[src/rtl/simd_mult_pkg.sv]
// Shared definitions for the SIMD multiplier pipeline: mode encodings and
// the helpers that derive lane operand widths from the full operand widths.
package simd_mult_pkg;

  localparam logic [1:0] MODE_FULL  = 2'b00;  // one A_W x B_W product
  localparam logic [1:0] MODE_2LANE = 2'b01;  // two independent half-width lanes
  localparam logic [1:0] MODE_4LANE = 2'b10;  // four independent quarter-width lanes
  localparam logic [1:0] MODE_SUM2  = 2'b11;  // sum of the two half-width lane products

  // Operand slice width of one lane in two-lane mode.
  function automatic int half_w(input int w);
    return w / 2;
  endfunction

  // Operand slice width of one lane in four-lane mode.
  function automatic int quarter_w(input int w);
    return w / 4;
  endfunction

endpackage

[src/rtl/simd_multiplier_pipe_if.sv]
// Operand/result bus of simd_multiplier_pipe: a valid/ready operand channel
// and a valid/ready result channel. master drives operands, slave is the DUT.
interface simd_multiplier_pipe_if #(
  parameter int A_W = 32,
  parameter int B_W = 16
);

  logic               in_valid;
  logic               in_ready;
  logic [A_W-1:0]     a;
  logic [B_W-1:0]     b;
  logic               a_sign;
  logic               b_sign;
  logic [1:0]         mode;
  logic               acc_clear;
  logic               out_valid;
  logic               out_ready;
  logic [A_W+B_W-1:0] result;

  modport master (
    output in_valid, a, b, a_sign, b_sign, mode, acc_clear, out_ready,
    input  in_ready, out_valid, result
  );

  modport slave (
    input  in_valid, a, b, a_sign, b_sign, mode, acc_clear, out_ready,
    output in_ready, out_valid, result
  );

endinterface

[src/rtl/simd_mult_lane.sv]
// One lane multiplier. Each operand carries its own signedness flag so the
// same lane can form either a true signed product or one partial product of
// a wider multiplication (where only the top slice is signed). The output is
// one bit wider than AW+BW so an unsigned x unsigned product is still a
// correct two's-complement value when the caller sign-extends it.
module simd_mult_lane #(
  parameter int AW = 16,
  parameter int BW = 8
) (
  input  logic [AW-1:0]   a,
  input  logic [BW-1:0]   b,
  input  logic            a_signed,
  input  logic            b_signed,
  output logic [AW+BW:0]  p
);

  logic signed [AW+BW:0] a_w;
  logic signed [AW+BW:0] b_w;

  // Extend each operand to the product width, honouring its signedness.
  assign a_w = {{(BW+1){a_signed & a[AW-1]}}, a};
  assign b_w = {{(AW+1){b_signed & b[BW-1]}}, b};

  // The true product always fits in AW+BW+1 signed bits, so truncation is exact.
  assign p = a_w * b_w;

endmodule

[src/rtl/simd_multiplier_pipe.sv]
// SIMD multiplier with a two-stage valid/ready pipeline.
//   stage 1: captured operands, signs, mode (and clear flag)
//   stage 2: composed product (or accumulator value)
// Four half-width lane multipliers are shared by all modes: in full mode they
// form the four cross partial products, in two-lane/sum modes lanes 0 and 3
// do the work, and in four-lane mode each takes one quarter slice.
// Optional feature macro: SIMD_MULT_ACC_EN adds an ACC_W accumulator that
// absorbs every product as it enters stage 2 (ACC_W must exceed A_W+B_W).
module simd_multiplier_pipe
  import simd_mult_pkg::*;
#(
  parameter int A_W   = 32,
  parameter int B_W   = 16,
  parameter int ACC_W = A_W + B_W + 8
) (
  input logic                   clk,
  input logic                   rst_n,
  simd_multiplier_pipe_if.slave bus
);

  localparam int W  = A_W + B_W;
  localparam int HA = half_w(A_W);
  localparam int HB = half_w(B_W);
  localparam int QA = quarter_w(A_W);
  localparam int QB = quarter_w(B_W);
  localparam int P2 = HA + HB;      // result field per lane, two-lane mode
  localparam int P4 = QA + QB;      // result field per lane, four-lane mode
  localparam int LW = P2 + 1;       // lane multiplier output width

  logic           advance;
  logic           s1_valid;
  logic [A_W-1:0] s1_a;
  logic [B_W-1:0] s1_b;
  logic           s1_a_sign;
  logic           s1_b_sign;
  logic [1:0]     s1_mode;
  logic           s2_valid;

  logic [HA-1:0]  lane_a [4];
  logic [HB-1:0]  lane_b [4];
  logic [3:0]     lane_as;
  logic [3:0]     lane_bs;
  logic [LW-1:0]  lane_p [4];
  logic [W-1:0]   lane_x [4];
  logic [W-1:0]   prod;

  // Whole pipe moves together; it stalls only when a result is waiting.
  assign advance       = !s2_valid || bus.out_ready;
  assign bus.in_ready  = advance;
  assign bus.out_valid = s2_valid;

  // Stage 1: capture operands and their mode together on every transfer.
  // NOTE: sequential state uses non-blocking (<=) so every register samples
  // pre-edge values; blocking here would create order-dependent simulation.
  // NOTE: data registers are reset too, so result reads 0 during reset.
  always_ff @(posedge clk or negedge rst_n) begin
    if (!rst_n) begin
      s1_valid  <= 1'b0;
      s1_a      <= '0;
      s1_b      <= '0;
      s1_a_sign <= 1'b0;
      s1_b_sign <= 1'b0;
      s1_mode   <= MODE_FULL;
    end else if (advance) begin
      s1_valid <= bus.in_valid;
      if (bus.in_valid) begin
        s1_a      <= bus.a;
        s1_b      <= bus.b;
        s1_a_sign <= bus.a_sign;
        s1_b_sign <= bus.b_sign;
        s1_mode   <= bus.mode;
      end
    end
  end

  // Steer operand slices and per-slice signedness onto the four lanes.
  // NOTE: every output gets a default first so no path leaves it unassigned,
  // which would otherwise infer a latch.
  always_comb begin
    for (int k = 0; k < 4; k++) begin
      lane_a[k] = '0;
      lane_b[k] = '0;
    end
    lane_as = '0;
    lane_bs = '0;
    case (s1_mode)
      MODE_FULL: begin
        // Cross products; only the upper slice of each operand is signed.
        lane_a[0] = s1_a[HA-1:0];   lane_b[0] = s1_b[HB-1:0];
        lane_a[1] = s1_a[A_W-1:HA]; lane_b[1] = s1_b[HB-1:0];
        lane_a[2] = s1_a[HA-1:0];   lane_b[2] = s1_b[B_W-1:HB];
        lane_a[3] = s1_a[A_W-1:HA]; lane_b[3] = s1_b[B_W-1:HB];
        lane_as   = {s1_a_sign, 1'b0, s1_a_sign, 1'b0};
        lane_bs   = {s1_b_sign, s1_b_sign, 1'b0, 1'b0};
      end
      MODE_2LANE, MODE_SUM2: begin
        lane_a[0] = s1_a[HA-1:0];   lane_b[0] = s1_b[HB-1:0];
        lane_a[3] = s1_a[A_W-1:HA]; lane_b[3] = s1_b[B_W-1:HB];
        lane_as   = {s1_a_sign, 2'b00, s1_a_sign};
        lane_bs   = {s1_b_sign, 2'b00, s1_b_sign};
      end
      default: begin
        // Quarter slices extended to half width keep their value in the lane.
        for (int k = 0; k < 4; k++) begin
          lane_a[k] = {{QA{s1_a_sign & s1_a[k*QA+QA-1]}}, s1_a[k*QA +: QA]};
          lane_b[k] = {{QB{s1_b_sign & s1_b[k*QB+QB-1]}}, s1_b[k*QB +: QB]};
        end
        lane_as = {4{s1_a_sign}};
        lane_bs = {4{s1_b_sign}};
      end
    endcase
  end

  for (genvar k = 0; k < 4; k++) begin : g_lane
    simd_mult_lane #(
      .AW(HA),
      .BW(HB)
    ) u_lane (
      .a        (lane_a[k]),
      .b        (lane_b[k]),
      .a_signed (lane_as[k]),
      .b_signed (lane_bs[k]),
      .p        (lane_p[k])
    );
    assign lane_x[k] = {{(W-LW){lane_p[k][LW-1]}}, lane_p[k]};
  end

  // Compose the packed result; fields are cut from lane products so no
  // carry can cross a lane boundary.
  always_comb begin
    prod = '0;
    case (s1_mode)
      MODE_FULL:  prod = lane_x[0] + (lane_x[1] << HA) + (lane_x[2] << HB)
                         + (lane_x[3] << P2);
      MODE_2LANE: prod = {lane_p[3][P2-1:0], lane_p[0][P2-1:0]};
      MODE_4LANE: begin
        for (int k = 0; k < 4; k++) prod[k*P4 +: P4] = lane_p[k][P4-1:0];
      end
      default:    prod = lane_x[0] + lane_x[3];
    endcase
  end

  // Stage 2 valid: follows stage 1 whenever the pipe advances.
  always_ff @(posedge clk or negedge rst_n) begin
    if (!rst_n) s2_valid <= 1'b0;
    else if (advance) s2_valid <= s1_valid;
  end

`ifdef SIMD_MULT_ACC_EN
  logic             s1_clear;
  logic [ACC_W-1:0] acc;
  logic [ACC_W-1:0] acc_base;
  logic [ACC_W-1:0] acc_next;

  // Clear flag travels with its operands through stage 1.
  always_ff @(posedge clk or negedge rst_n) begin
    if (!rst_n) s1_clear <= 1'b0;
    else if (advance && bus.in_valid) s1_clear <= bus.acc_clear;
  end

  // Next accumulator value: lane modes add field by field with wrap.
  always_comb begin
    acc_base = s1_clear ? '0 : acc;
    acc_next = acc_base;
    case (s1_mode)
      MODE_2LANE: begin
        for (int i = 0; i < 2; i++)
          acc_next[i*P2 +: P2] = acc_base[i*P2 +: P2] + prod[i*P2 +: P2];
      end
      MODE_4LANE: begin
        for (int i = 0; i < 4; i++)
          acc_next[i*P4 +: P4] = acc_base[i*P4 +: P4] + prod[i*P4 +: P4];
      end
      default: acc_next = acc_base
                          + {{(ACC_W-W){(s1_a_sign | s1_b_sign) & prod[W-1]}}, prod};
    endcase
  end

  // Accumulator absorbs each product as it enters stage 2.
  always_ff @(posedge clk or negedge rst_n) begin
    if (!rst_n) acc <= '0;
    else if (advance && s1_valid) acc <= acc_next;
  end

  assign bus.result = acc[W-1:0];
`else
  logic [W-1:0] s2_prod;
  logic         unused_acc_clear;

  // Stage 2 data: raw product, held while the consumer stalls.
  always_ff @(posedge clk or negedge rst_n) begin
    if (!rst_n) s2_prod <= '0;
    else if (advance && s1_valid) s2_prod <= prod;
  end

  assign bus.result       = s2_prod;
  assign unused_acc_clear = bus.acc_clear;
`endif

endmodule

[src/flat_wrapper.sv]
// flat-port wrapper written by rule: the top's interface ports become plain ports
module simd_multiplier_pipe_flat import simd_mult_pkg::*;
#(
  parameter int A_W   = 32,
  parameter int B_W   = 16,
  parameter int ACC_W = A_W + B_W + 8
)
  (clk, rst_n, bus_in_valid, bus_a, bus_b, bus_a_sign, bus_b_sign, bus_mode, bus_acc_clear, bus_out_ready, bus_in_ready, bus_out_valid, bus_result);
  simd_multiplier_pipe_if #(.A_W(A_W), .B_W(B_W)) bus_i ();
  input logic clk;
  input logic rst_n;
  input wire logic [$bits(bus_i.in_valid)-1:0] bus_in_valid;
  input wire logic [$bits(bus_i.a)-1:0] bus_a;
  input wire logic [$bits(bus_i.b)-1:0] bus_b;
  input wire logic [$bits(bus_i.a_sign)-1:0] bus_a_sign;
  input wire logic [$bits(bus_i.b_sign)-1:0] bus_b_sign;
  input wire logic [$bits(bus_i.mode)-1:0] bus_mode;
  input wire logic [$bits(bus_i.acc_clear)-1:0] bus_acc_clear;
  input wire logic [$bits(bus_i.out_ready)-1:0] bus_out_ready;
  output wire logic [$bits(bus_i.in_ready)-1:0] bus_in_ready;
  output wire logic [$bits(bus_i.out_valid)-1:0] bus_out_valid;
  output wire logic [$bits(bus_i.result)-1:0] bus_result;
  assign bus_i.in_valid = bus_in_valid;
  assign bus_i.a = bus_a;
  assign bus_i.b = bus_b;
  assign bus_i.a_sign = bus_a_sign;
  assign bus_i.b_sign = bus_b_sign;
  assign bus_i.mode = bus_mode;
  assign bus_i.acc_clear = bus_acc_clear;
  assign bus_i.out_ready = bus_out_ready;
  assign bus_in_ready = bus_i.in_ready;
  assign bus_out_valid = bus_i.out_valid;
  assign bus_result = bus_i.result;
  simd_multiplier_pipe #(.A_W(A_W), .B_W(B_W), .ACC_W(ACC_W)) u_core (.clk(clk), .rst_n(rst_n), .bus(bus_i));
endmodule
[config.mk]
export PLATFORM = sky130hd
export DESIGN_NAME = simd_multiplier_pipe_flat
export DESIGN_NICKNAME = d
export VERILOG_FILES = /design/src/rtl/simd_mult_pkg.sv /design/src/rtl/simd_multiplier_pipe_if.sv /design/src/rtl/simd_mult_lane.sv /design/src/rtl/simd_multiplier_pipe.sv /design/src/flat_wrapper.sv
export SDC_FILE = /design/constraint.sdc
export NUM_CORES = 2
export LEC_CHECK = 0
export ABC_AREA = 1
export BUFFER_PORTS_ARGS = -buffer_cell sky130_fd_sc_hd__buf_2
export CAP_MARGIN = 20
export CELL_PAD_IN_SITES_DETAIL_PLACEMENT = 1
export CELL_PAD_IN_SITES_GLOBAL_PLACEMENT = 1
export CORE_ASPECT_RATIO = 1.25
export CORE_MARGIN = 2
export CORE_UTILIZATION = 36
export DETAILED_ROUTE_END_ITERATION = 12
export PLACE_DENSITY = 0.72
export SYNTH_ARGS = -nofsm -noshare
export SYNTH_HDL_FRONTEND = slang
export SYNTH_SLANG_ARGS = --single-unit
[constraint.sdc]
create_clock -name clk -period 10.25 [get_ports clk]
set_input_delay 2.05 -clock clk [delete_from_list [all_inputs] [get_ports clk]]
set_output_delay 2.05 -clock clk [all_outputs]
set_load 0.05 [all_outputs]
### After elaboration in Yosys (flattened, before gate mapping)

Index checks and enable logic that the tools add are counted.

* flip-flop bits (word level): 102
* output and inout port bits: 50
* logic and storage cells: 51

* reduce and logical (&&, ||, !) cells: 7
* multipliers: 4
* eq/ne operators: 3
* add/subtract/negate cells: 4
* mux-type cells: 9
* bitwise gates (word level): 16

Operators by type and width (count)
* one-hot mux 48 bit (3 select lines): 1
* multiplier 17 x 9 -> 25 bit: 4
* adder 48 bit: 2
* one-hot mux 32 bit (2 select lines): 1
* adder 25 x 41 -> 42 bit: 1
* 2-to-1 mux 16 bit: 2
* one-hot mux 16 bit (2 select lines): 1
* adder 25 x 25 -> 26 bit: 1
* AND 1 bit: 16
* 2-to-1 mux 8 bit: 2
* one-hot mux 3 bit (2 select lines): 2
* == test 2 bit (second input constant): 2
* OR reduction 3 bit: 1
* == test 2 x 1 -> 1 bit (second input constant): 1
* zero test 2 bit: 1
* AND reduction 2 bit: 1
* OR reduction 2 bit: 1
* logical AND 1 bit: 1
* zero test 1 bit: 1
* logical OR 1 bit: 1

### Longest topological paths before layout

* depth in word-level cells: 9
* mapped depth: 63
* depth with buffers taken out: 61

### Modules after synthesis

A second synthesis with hierarchy kept.

* cells, all modules: 4535
* area total of the unflattened synthesis: 32662.6 µm²

Modules (own cells, without submodules)
* simd_multiplier_pipe: area an instance 10281.1 µm², times used 1, cells an instance 1454
* simd_mult_lane at u_core.g_lane[1].u_lane: area an instance 5637.9 µm², times used 1, cells an instance 785
* simd_mult_lane at u_core.g_lane[2].u_lane: area an instance 5590.4 µm², times used 1, cells an instance 766
* simd_mult_lane at u_core.g_lane[0].u_lane: area an instance 5576.6 µm², times used 1, cells an instance 768
* simd_mult_lane at u_core.g_lane[3].u_lane: area an instance 5576.6 µm², times used 1, cells an instance 762

### Least setup slack after synthesis

OpenSTA, ideal clock, no wires.

* kind: register to register
* start point: register u_core.s1_mode[0]
* end point: register u_core.s2_prod[44] (netlist: u_core.bus.result[44])
* cell stages (with the launch flop): 50
* path buffers: 5
* path slack: 0.601 ns
* data arrival time: 9.508 ns
* clock period less this slack: 9.649 ns
* path through: dfrtp_1 -> buf_6 -> nor2_2 -> clkbuf_1 -> inv_1 -> clkbuf_1 -> clkbuf_1 -> clkbuf_1 -> o22ai_1 -> nand2_1 -> fa_1 -> inv_1 -> fa_1 -> inv_1 -> fa_1 -> inv_1 -> fa_1 -> inv_1 -> [14 not listed] -> inv_1 -> nand2_1 -> a21oi_2 -> nand2_1 -> nand2_1 -> nand2_1 -> fa_1 -> ha_1 -> nand2_1 -> nor2_1 -> inv_1 -> nor4_1 -> nand3_1 -> nand3_1 -> a31o_2 -> a21oi_1 -> o21ai_0 -> a41oi_1

* longest elaborated chain between the ends: 9
* elaborated cells between the ends (all ways): 31
* classes of those cells: add/sub (4); mul (4); eq/ne (3); mux (9); bitwise (8); reduce/logical (3)

RTL lines
* start, declared: RTL line simd_multiplier_pipe.sv:36 `logic [1:0] s1_mode;`
* start signal, assigned: RTL line simd_multiplier_pipe.sv:71 `s1_mode <= bus.mode;`
* == test 2 bit (tied with other cells): RTL line simd_multiplier_pipe.sv:86 `case (s1_mode)`
* OR reduction 2 bit / OR reduction 3 bit (equally long branches)
* one-hot mux 3 bit (2 select lines) (tied with other cells): RTL line simd_multiplier_pipe.sv:86
* AND 1 bit, on equally long branches: RTL line simd_mult_lane.sv:22, simd_mult_lane.sv:21
* multiplier 17 x 9 -> 25 bit: RTL line simd_mult_lane.sv:25 `assign p = a_w * b_w;`
* adder 25 x 41 -> 42 bit: RTL line simd_multiplier_pipe.sv:133 `MODE_FULL: prod = lane_x[0] + (lane_x[1] << HA) + (lane_x[2] << HB)`
* adder 48 bit: RTL line simd_multiplier_pipe.sv:133
* adder 48 bit: RTL line simd_multiplier_pipe.sv:134 `+ (lane_x[3] << P2);`
* one-hot mux 48 bit (3 select lines) (*): RTL line simd_multiplier_pipe.sv:132 `case (s1_mode)`
* end signal, assigned: RTL line simd_multiplier_pipe.sv:193 `else if (advance && s1_valid) s2_prod <= prod;`
* end, declared: RTL line simd_multiplier_pipe.sv:187 `logic [W-1:0] s2_prod;`

Every way passes the cells marked *; elsewhere a longest branch is shown, timed or not.
A chain may end at the register's enable or synchronous reset.

### Worst setup path after layout

* start point: register u_core.s1_mode[0]
* end point: register u_core.s2_prod[46] (netlist: u_core.bus.result[46])

Same word-level chain as after synthesis.

==> results.txt <==
total CTS buffers - 9
Net Count, Synth - 5049
# fillers - 10.8k
Worst path slowest cell - fa_1
slew margin rel. - 19.3%
Clock Latency Late Sink - 0.43 ns
Setup violations, final - 0
Synth Warn # - 0
worst-path maximum fanout - 26
Core Rows - 120
critical hold path startpoint - u_core.bus.result[5]
Max Root-Sink Buffers - 2
Horiz. Die Dim - 268 µm
first-pass iteration count of the detailed router - 5
Die Y - 333 µm
most frequent cell after synthesis - nand2_1
Synth Instances - 4177
WL final - 121000 µm
synth top area cells - fa_1 (33%), ha_1 (12%), nand2_1 (11%)
die area - 0.0892 mm²
worst min path class - reg2reg
post-synth top area share - 33.2%
asr flop ratio synth - 100%
Netlist cell types - 53
skew final - 0.0219 ns
register area - 0.00255 mm²
first-pass GRT wire length - 188000 µm
Starting DRT DRC Count - 1606
CTS sink count - 102
Setup Crit Path Kind - reg2reg
vias in the first global route - 33.2k
setup repair after global routing missed its margin - true
Ports - 107
status - finished, final reports clean
vias per cell - 5.15
antenna violations before repair - 5
dpl hpwl - 104000 µm
Commonest cells post-synth - nand2_1 (919), inv_1 (899), fa_1 (518)
WP buf/inv - 18
drt drc - 0
grt total ovfl - 0
worst slew pin tran - 1.20 ns
fin nets - 5531
vias - 30.0k
largest delay contributor family on the critical path - adder cells
Yosys reg bits - 102
crit start category - flip-flop
Clock transition at path regs - 0.10 ns
GRT Total Usage - 27.7%
gpl congestion - 0.985
max incr delay on CP - 0.67 ns
Final TNS setup - 0 ns
fin crit share - 97.2%
post-route antenna net violation count - 0
Max-Cap Viols - 0
area leader, netlist - fa_1
r2r startpoint - u_core.s1_mode[0]
crit path time final - 9.96 ns
initial core utilization - 36.4%
area grow syn2layout - 20.4%
synthesized area per cell - 7.48 µm²
post-synthesis sequential area ratio - 8.16%
Final Hold Vio Count - 0
DR WL/cell - 20.9 µm
fmax - 100 MHz
commonest register cell after synthesis - dfrtp_1
largest net degree at the start of global routing - 61
Crit. Startpoint - u_core.s1_mode[0]
Multi-input gate area - 0.0258 mm²
total core area - 0.0859 mm²
Core Util, Final - 43.8%
Arr. time, crit path - 10.25 ns
layout cells sized above 1 - 17.9%
Port Buf Inserts - 105
Mapped Area - 0.0313 mm²
CTS tree - yes
Root Buffer - clkbuf_16
EDFF count, synth - 0
CP Data Required Time - 10.54 ns
max-slew violation count - 0
H-Tree Level Count - 3
CP Capture Type - flip-flop
[layout make-up]
type | count | area share [%]
multi-input cells | 3070 | 68.7
repair buffers | 559 | 10.8
inverters | 917 | 9.17
flip-flops and latches | 102 | 6.78
well taps | 1159 | 3.85
clock buffers | 10 | 0.635
clock inverters | 6 | 0.133
diodes | 1 | 0.00665
[cell usage in the layout, fill, tap and decap left out, types with 11 or more instances in the layout]
cell type / instances
nor3_1: 12
inv_2: 37
a31oi_1: 30
dfrtp_1: 102
a41oi_2: 13
o21bai_1: 14
ha_1: 276
nor2_2: 18
nand3_1: 84
a21oi_2: 24
a21o_1: 15
xor2_1: 68
fa_1: 514
o21ai_2: 11
buf_4: 437
nand2_4: 12
ha_4: 18
nand2_2: 31
a21oi_1: 261
nor2_1: 359
buf_6: 12
nand2_1: 894
o211ai_1: 12
o21ai_0: 134
o21ai_1: 40
or2_2: 15
o22ai_1: 11
nand4_1: 25
nand3_2: 11
xnor2_1: 51
buf_2: 104
inv_1: 876
[per-layer routing]
metal | up-vias | global-route usage [%] | routed length, µm
met2 | 653 | 50.8 | 62200
met5 | - | 0 | 11
met1 | 15300 | 32.4 | 47900
li1 | 13800 | - | -
met4 | 2 | 12.3 | 6560
met3 | 264 | 2.59 | 4690
[final timing paths]
| path | cells past startpoint | slack, ns | end |
|---|---|---|---|
| hold reg to reg | 2 | 0.48 | u_core.bus.result[5] |
| max in group asynchronous | 2 | 7.18 | u_core.bus.result[19] |
| hold / removal | 2 | 0.48 | u_core.bus.result[5] |
| setup reg to reg | 50 | 0.29 | u_core.bus.result[46] |
| setup / recovery | 50 | 0.29 | u_core.bus.result[46] |
| min in group asynchronous | 1 | 1.66 | u_core.bus.result[29] |
[worst reg2reg max path: cells and delay by family (launching register included)]
kind	cells	cell delay (ns)
AOI/OAI and AO/OA	8	1.37
xor gates and xnor gates	1	0.14
adders and majority gates	10	4.01
buffers and inverters	18	2.31
DFF	1	0.41
and+or+nand+nor	13	1.61
[cell families (layout without fill, tap and decap cells)]
family / count (synthesis) / count (layout) / share of synthesized area [%]
compound gates: 615 / 615 / 11.2
xor+xnor: 125 / 125 / 3.50
fa+ha+maj: 815 / 815 / 45.1
buf+inv: 1005 / 1492 / 12.1
flops: 102 / 102 / 8.16
mux: 8 / 8 / 0.288
other cells: 0 / 1 / 0
simple gates: 1507 / 1507 / 19.7
[repair_timing]
action | in CTS | in global routing
hold endpoints to repair | 0 | 0
endpoints found under the setup margin | 6 | 21
pin swaps | 3 | 72
hold buffers | 0 | 0
cloned | 0 | 0
setup buffers | 2 | 9
gates resized for setup | 18 | 216
[through the flow]
stage	cell area (µm²)	hold WS, ns	setup WS, ns	std cells
final	37600	0.484	0.292	5824
after global routing	37600	0.524	-0.164	5823
after CTS	36700	0.488	-0.0125	5816
after detailed placement	36300	0.468	-0.249	5798
after global placement	36300	0.463	-0.0614	5798
after floorplan	31300	0.432	0.601	4177
[state kept, by name (all words and copies together), names as in the netlist]
name and cells:
u_core.s1_a 32, u_core.bus.out_valid 1, u_core.s1_b_sign 1, u_core.s1_valid 1, u_core.s1_a_sign 1, u_core.bus.result 48
u_core.s1_mode 2, u_core.s1_b 16
Power is left out: the tool's default activity adds up to more than one toggle a clock period on the data nets, which glitch-free logic cannot reach.
